`src/rtl/bcd_dabble_serial.sv`:
```
// ---------------------------------------------------------------------------
// bcd_dabble_serial
//   Sequential binary -> packed BCD converter (shift-and-add-3), one input bit
//   per clock. Sits between the CPU result bus and the seven-segment scan
//   driver. Valid/ready on both sides; the result is registered and held in
//   HOLD until the sink takes it.
//
// Parameters
//   BIN_W   width of the unsigned binary input
//   DIGITS  number of BCD digits produced (out_bcd is 4*DIGITS wide)
//
// Ports
//   clk        clock
//   rst        synchronous active-high reset
//   in_valid   source presents in_bin
//   in_ready   converter accepts in_bin this cycle
//   in_bin     unsigned binary value
//   out_valid  out_bcd/out_ovf hold a finished result
//   out_ready  sink consumes the result this cycle
//   out_bcd    packed BCD, digit 0 (ones) in [3:0]
//   out_ovf    value >= 10**DIGITS; out_bcd holds the low DIGITS digits
//   busy       conversion in progress
// ---------------------------------------------------------------------------

// One BCD digit's pre-shift correction: +3 when the digit is 5..9 so that the
// following left shift carries correctly into the next decimal digit.
// 9+3 = 12 still fits in 4 bits, so no carry leaves the nibble.
module bcd_dabble_digit (
    input  logic [3:0] d,
    output logic [3:0] q
);
    assign q = (d >= 4'd5) ? d + 4'd3 : d;
endmodule

module bcd_dabble_serial #(
    parameter int BIN_W  = 8,
    parameter int DIGITS = 3
) (
    input  logic                  clk,
    input  logic                  rst,
    input  logic                  in_valid,
    output logic                  in_ready,
    input  logic [BIN_W-1:0]      in_bin,
    output logic                  out_valid,
    input  logic                  out_ready,
    output logic [4*DIGITS-1:0]   out_bcd,
    output logic                  out_ovf,
    output logic                  busy
);
    localparam int BCD_W = 4 * DIGITS;
    localparam int CNT_W = $clog2(BIN_W + 1);

    typedef enum logic [1:0] {IDLE, CONVERT, HOLD} state_t;

    state_t             state_q, state_d;
    logic [BIN_W-1:0]   shift_q, shift_nxt;
    logic [BCD_W-1:0]   scratch_q, scratch_nxt, adj;
    logic               ovf_q, ovf_bit, ovf_nxt;
    logic [CNT_W-1:0]   cnt_q;
    logic               in_hs, out_hs, last_step;

    // Per-digit add-3 correction on the scratch register.
    genvar g;
    generate
        for (g = 0; g < DIGITS; g++) begin : g_dig
            bcd_dabble_digit u_dig (
                .d (scratch_q[4*g +: 4]),
                .q (adj[4*g +: 4])
            );
        end
    endgenerate

    // Shift {adjusted scratch, binary} left by one. The bit leaving the top
    // digit is a lost high decimal digit: it feeds the sticky overflow flag.
    // Lower digits never depend on higher ones, so truncation is harmless to them.
    assign {ovf_bit, scratch_nxt, shift_nxt} = {adj, shift_q, 1'b0};
    assign ovf_nxt   = ovf_q | ovf_bit;
    assign last_step = (cnt_q == CNT_W'(1));

    assign out_valid = (state_q == HOLD);
    assign busy      = (state_q == CONVERT);
    // Accepting in HOLD requires the sink to take the current result in the
    // same cycle, giving one result per BIN_W+1 cycles when streaming.
    assign in_ready  = (state_q == IDLE) || ((state_q == HOLD) && out_ready);
    assign in_hs     = in_valid && in_ready;
    assign out_hs    = out_valid && out_ready;

    always_ff @(posedge clk) begin
        if (rst) state_q <= IDLE;
        else     state_q <= state_d;
    end

    always_comb begin
        state_d = state_q;
        case (state_q)
            IDLE:    if (in_hs) state_d = CONVERT;
            CONVERT: if (last_step) state_d = HOLD;
            HOLD:    if (out_hs) state_d = in_valid ? CONVERT : IDLE;
            default: state_d = IDLE;
        endcase
    end

    always_ff @(posedge clk) begin
        if (rst) begin
            shift_q   <= '0;
            scratch_q <= '0;
            ovf_q     <= 1'b0;
            cnt_q     <= '0;
            out_bcd   <= '0;
            out_ovf   <= 1'b0;
        end else if (in_hs) begin
            shift_q   <= in_bin;
            scratch_q <= '0;
            ovf_q     <= 1'b0;
            cnt_q     <= CNT_W'(BIN_W);
        end else if (state_q == CONVERT) begin
            shift_q   <= shift_nxt;
            scratch_q <= scratch_nxt;
            ovf_q     <= ovf_nxt;
            cnt_q     <= cnt_q - CNT_W'(1);
            // Result registers only change on entry to HOLD.
            if (last_step) begin
                out_bcd <= scratch_nxt;
                out_ovf <= ovf_nxt;
            end
        end
    end
endmodule
```
`config.mk`:
```
export PLATFORM = sky130hd
export DESIGN_NAME = bcd_dabble_serial
export DESIGN_NICKNAME = d
export VERILOG_FILES = /design/src/rtl/bcd_dabble_serial.sv
export SDC_FILE = /design/constraint.sdc
export NUM_CORES = 1
export LEC_CHECK = 0
export BUFFER_PORTS_ARGS = -buffer_cell sky130_fd_sc_hd__buf_2
export CORE_MARGIN = 2
export CORE_UTILIZATION = 55
export DETAILED_ROUTE_END_ITERATION = 12
export PLACE_DENSITY = 0.83
export SLEW_MARGIN = 0
export SYNTH_ARGS = -nofsm -noshare
export SYNTH_HDL_FRONTEND = slang
export SYNTH_SLANG_ARGS = --single-unit
```
`constraint.sdc`:
```
create_clock -name clk -period 2.2 [get_ports clk]
set_input_delay 0.22 -clock clk [delete_from_list [all_inputs] [get_ports clk]]
set_output_delay 0.22 -clock clk [all_outputs]
set_load 0.01 [all_outputs]
```
After elaboration in Yosys (flattened, before gate mapping) --
Cells that the tools add are included.
Storage, ports and cells: bits of input ports 12, bits in registers 40, output and inout port bits 16, word-level logic and storage cells 43
Operators by class: reduce and logical (&&, ||, !) cells 8, muxes and demuxes 12, bitwise logic cells 2, equality and inequality tests 6, order comparisons 3, add/subtract/negate cells 4
Operators by type and width (number):
- $mux 4 | 5
- $mux 8 | 2
- $add 4x2->4 const B | 3
- $ge 4x3->1 const B | 3
- $mux 2 | 3
- $pmux 2 s3 | 1
- $reduce_and 3->1 | 2
- $eq 4x1->1 const B | 1
- $ne 2x1->1 const B | 2
- $sub 4x1->4 const B | 1
- $eq 2x1->1 const B | 1
- $eq 2x2->1 const B | 1
- $logic_and 1x1->1 | 2
- $logic_not 2->1 | 1
- $ne 2x2->1 const B | 1
- $reduce_bool 2->1 | 1
- $reduce_or 2->1 | 1
- $logic_or 1x1->1 | 1
- $mux 1 | 1
- $not 1->1 | 1
- $or 1x1->1 | 1

Logic depth before layout (Yosys ltp) --
depth in word-level cells 6, depth in mapped cells 7, gate-level depth less buffers 6

Modules after synthesis --
A second synthesis with hierarchy kept.
Second synthesis, totals: cell total of the unflattened synthesis 256, area, all modules 1958.1 µm²
By module, submodules not included:
- bcd_dabble_serial | cells an instance 208, area an instance 1654.1 µm², instances 1
- bcd_dabble_digit | cells an instance 16, area an instance 101.3 µm², instances 3

Worst setup path after synthesis --
Ideal clock, no wire load.
path type register -> register, from register scratch_q[4], to register scratch_q[6], data required time 2.124 ns, buffers on the path 0, period minus slack after synthesis 1.465 ns, setup slack 0.735 ns, data arrival time 1.389 ns, stages on the path, launching flop included 7, cell sequence dfxtp_1 > inv_1 > ha_1 > nand2b_1 > a21oi_1 > mux2_2 > o22ai_1
On the way: word-level cells in the longest chain between the ends 2, elaborated cells on any way between the ends 3, classes of those cells 1 x add/sub; 1 x order compare; 1 x mux
RTL lines:
- start, declared | line 57 | logic [BCD_W-1:0] scratch_q, scratch_nxt, adj;
- start signal, assigned | line 118 | scratch_q <= scratch_nxt;
- $add 4x2->4 or $ge 4x3->1 (tied branches) | line 32 | assign q = (d >= 4'd5) ? d + 4'd3 : d;
- $mux 4 * | line 32
Mark *: on every way between the ends. The rest lies on a longest branch, timed or not. A chain may end at the register's enable or synchronous reset.

Worst setup path after layout --
from register cnt_q[0], to register out_bcd[4]
On the way: word-level cells in the longest chain between the ends 2
RTL lines:
- start, declared | line 59 | logic [CNT_W-1:0] cnt_q;
- start signal, assigned | line 115 | cnt_q <= CNT_W'(BIN_W);
- start signal, assigned | line 120 | cnt_q <= cnt_q - CNT_W'(1);
- $eq 4x1->1 | line 78 | assign last_step = (cnt_q == CNT_W'(1));
- $reduce_and 3->1 (no line)
- end signal, assigned | line 123 | out_bcd <= scratch_nxt;
- end, declared | line 46 | output logic [4*DIGITS-1:0] out_bcd,
No other way between the ends.

==> qor.yml <==
layout_setup_ws_ns: 0.451
relSlewSlack_pct: 76.6
ys_ff_latch: 40
avgSynthCellArea_um2: 8.57
wl_mm: 3.65
grt_use_total_pct: 20.8
leakage_nw: 0.773
maxCapViolations: 0
yosys.cell_types.count: 28
worst_ir_drop_vdd_mv: 0.394
ctsResizeCount: 0
worst_slew_pin_slew_ns: 0.350
synth_fa_ha_area_share_pct: 5.54
grt_pass1_wl_mm: 5.73
syn_nets: 231
critPathSlowestCell: "dfxtp_1"
clock-sinks: 40
final_max_slew_viol_count: 0
clock.fmax_ghz: 0.572
core_area_um2: 3080
dr_total_vias: 1524
dr.pass1.iters: 5
hpwl_mm: 2.49
start_util_pct: 58.7
drive_gt1_share_pct: 19.4
rsz0062_at_grt: "false"
cts_tree: "built"
muxShareOfSynthArea_pct: 2.42
clock_latency_ns: 0.35
worstPathCellList: "ha_1 -> or3b_4 -> nor2_4 -> buf_4 -> nor2_1 -> a211oi_1"
antennaDiodeCount: 0
synth_compound_gate_area_share_pct: 18.7
io_pins: 28
synthCells: 211
fp.dieH_um: 61.3
post-route-period-util_pct: 79.5
clk_pin_slew_ns: 0.11
seq_area_frac_synth_pct: 44.3
power_density_nw_per_um2: 653
yosys_warnings: 0
final_common_cell: "dfxtp_1"
hold_buffers: 0
fin_worst_hold_slack_ns: 0.123
layout.cells.non_filler: 286
hold_viol_final: 0
synth_top_family_by_area: "simple AND/OR/NAND/NOR gates"
setup_violations: 0
htree_levels: 2
cts-root-buf: "clkbuf_4"
drt_iter0_drc: 97
fillers: 272
route.antenna.remaining_nets: 0
clk_path_buf_depth: 2
cts_buffers: 5
critPathMaxStageDelay_ns: 0.40
final_nets: 261
wl_per_cell_um: 12.8
grt_overflow_total: 0
status: "finished, final reports clean"
gp_congestion: 0.851
arrival_ns: 2.02
grt_max_degree: 22
p_total_mw: 1.33
final_cell_mix: "40 x dfxtp_1, 32 x nand2_1, 27 x buf_2, 23 x nor2_1, 18 x a21oi_1"
drc_errors: 0
grt_pass1_vias: 1310
hold_path.class: "input port to flop"
synthSimpleGateAreaFrac_pct: 20.3
worst_setup_path_end_kind: "flop"
cp.required_ns: 2.47
fin_crit_ns: 1.75
critical_path_class: "flop to flop"
dp.cells: 278
die_area_um2: 3760
fin_worst_skew_ns: 0.00180
cts_setup_buffers: 0
multi_input_area_um2: 902
antenna_found_initial: 0
cp_max_fo: 12
layout.area.seq_um2: 801
port-buffer-count: 27
syn_area_um2: 1810
pre_cts_ws_ns: 0.466
fin_tns_setup_ns: 0
rows: 20
start_kind: "flop"
syn_to_final_growth_pct: 12.9
die_x_um: 61.3
synth_xor_area_share_pct: 2.91
vias_per_cell: 5.33
-- cell type report --
| type | count | share of cell area (%) |
|---|---|---|
| Inverter | 12 | 2.21 |
| Timing Repair Buffer | 33 | 8.82 |
| Tap cell | 44 | 2.70 |
| Sequential cell | 40 | 39.2 |
| Multi-Input combinational cell | 149 | 44.2 |
| Clock buffer | 8 | 2.88 |
-- where the power goes --
group | leakage, nW | switching [mW] | internal [mW]
Clock | 0.0326 | 0.231 | 0.158
Combinational | 0.415 | 0.103 | 0.0671
Sequential | 0.325 | 0.0210 | 0.753
Total | 0.773 | 0.354 | 0.978
-- kinds of logic (layout without fill, tap and decap cells) --
group                    Yosys count  after routing
AO/OA/AOI/OAI                     53             53
adder cells (fa/ha/maj)            8              8
AND/OR/NAND/NOR                   78             78
multiplexers                       4              4
flip-flops                        40             40
XOR/XNOR                           6              6
buffers and inverters             22             53
-- synth_stat cells, drive strengths merged --
cell / number / share of area, %
nor2b: 2 / 0.69
nand2b: 5 / 2.1
ha: 8 / 5.5
buf: 8 / 2.9
mux2: 3 / 1.9
a21oi: 18 / 5.0
mux2i: 1 / 0.55
clkinv: 1 / 0.21
dfxtp: 40 / 44
nor3b: 6 / 2.5
nand2: 33 / 7.0
inv: 11 / 2.3
xor2: 1 / 0.48
o22ai: 13 / 4.5
o21ai: 6 / 1.7
nor4: 1 / 0.35
xnor2: 5 / 2.4
or3b: 1 / 0.62
a311oi: 8 / 4.2
a211oi: 8 / 3.3
nand3: 6 / 1.7
nor2: 24 / 5.4
clkbuf: 2 / 0.42
-- stage by stage --
| step | area [um^2] | utilization (%) |
|---|---|---|
| final | 2040 | 66.3 |
| after global routing | 2040 | 66.3 |
| after CTS | 2040 | 66.3 |
| after detailed placement | 1980 | 64.4 |
| after global placement | 1980 | 64.4 |
| after floorplan | 1810 | - |
-- metal layers --
layer,vias up,track usage [%],part of all wire [%]
met5,-,0,0
met4,0,8.21,1.4
met3,6,6.30,3.3
met2,24,33.1,48
met1,697,26.7,48
li1,797,-,-
-- sequential cells by signal, indices dropped and copies added, names as in the netlist --
signal and cells:
ovf_q 1, cnt_q 4, scratch_q 12, out_ovf 1
shift_q 8, out_bcd 12, state_q 2
-- worst max-delay path: cells and delay by family (launching register included) --
family | cells | cell delay (ns)
fa+ha+maj | 1 | 0.15
buf+inv | 1 | 0.23
simple gates | 3 | 0.70
flops | 1 | 0.40
compound gates | 1 | 0.19
-- worst paths after layout --
path / depth (start not counted) / slack [ns] / to / startpoint
worst min register to register: 2 / 0.48 / out_bcd[1]$_SDFFE_PP0P_ / out_bcd[1]$_SDFFE_PP0P_
worst min-delay path: 3 / 0.12 / shift_q[0]$_SDFFE_PP0P_ / in_bin[0]
worst max-delay path: 6 / 0.45 / out_bcd[4]$_SDFFE_PP0P_ / cnt_q[0]$_SDFFE_PP0P_
worst max register to register: 6 / 0.45 / out_bcd[4]$_SDFFE_PP0P_ / cnt_q[0]$_SDFFE_PP0P_
Note: power is estimated with default switching activity, not from simulation.
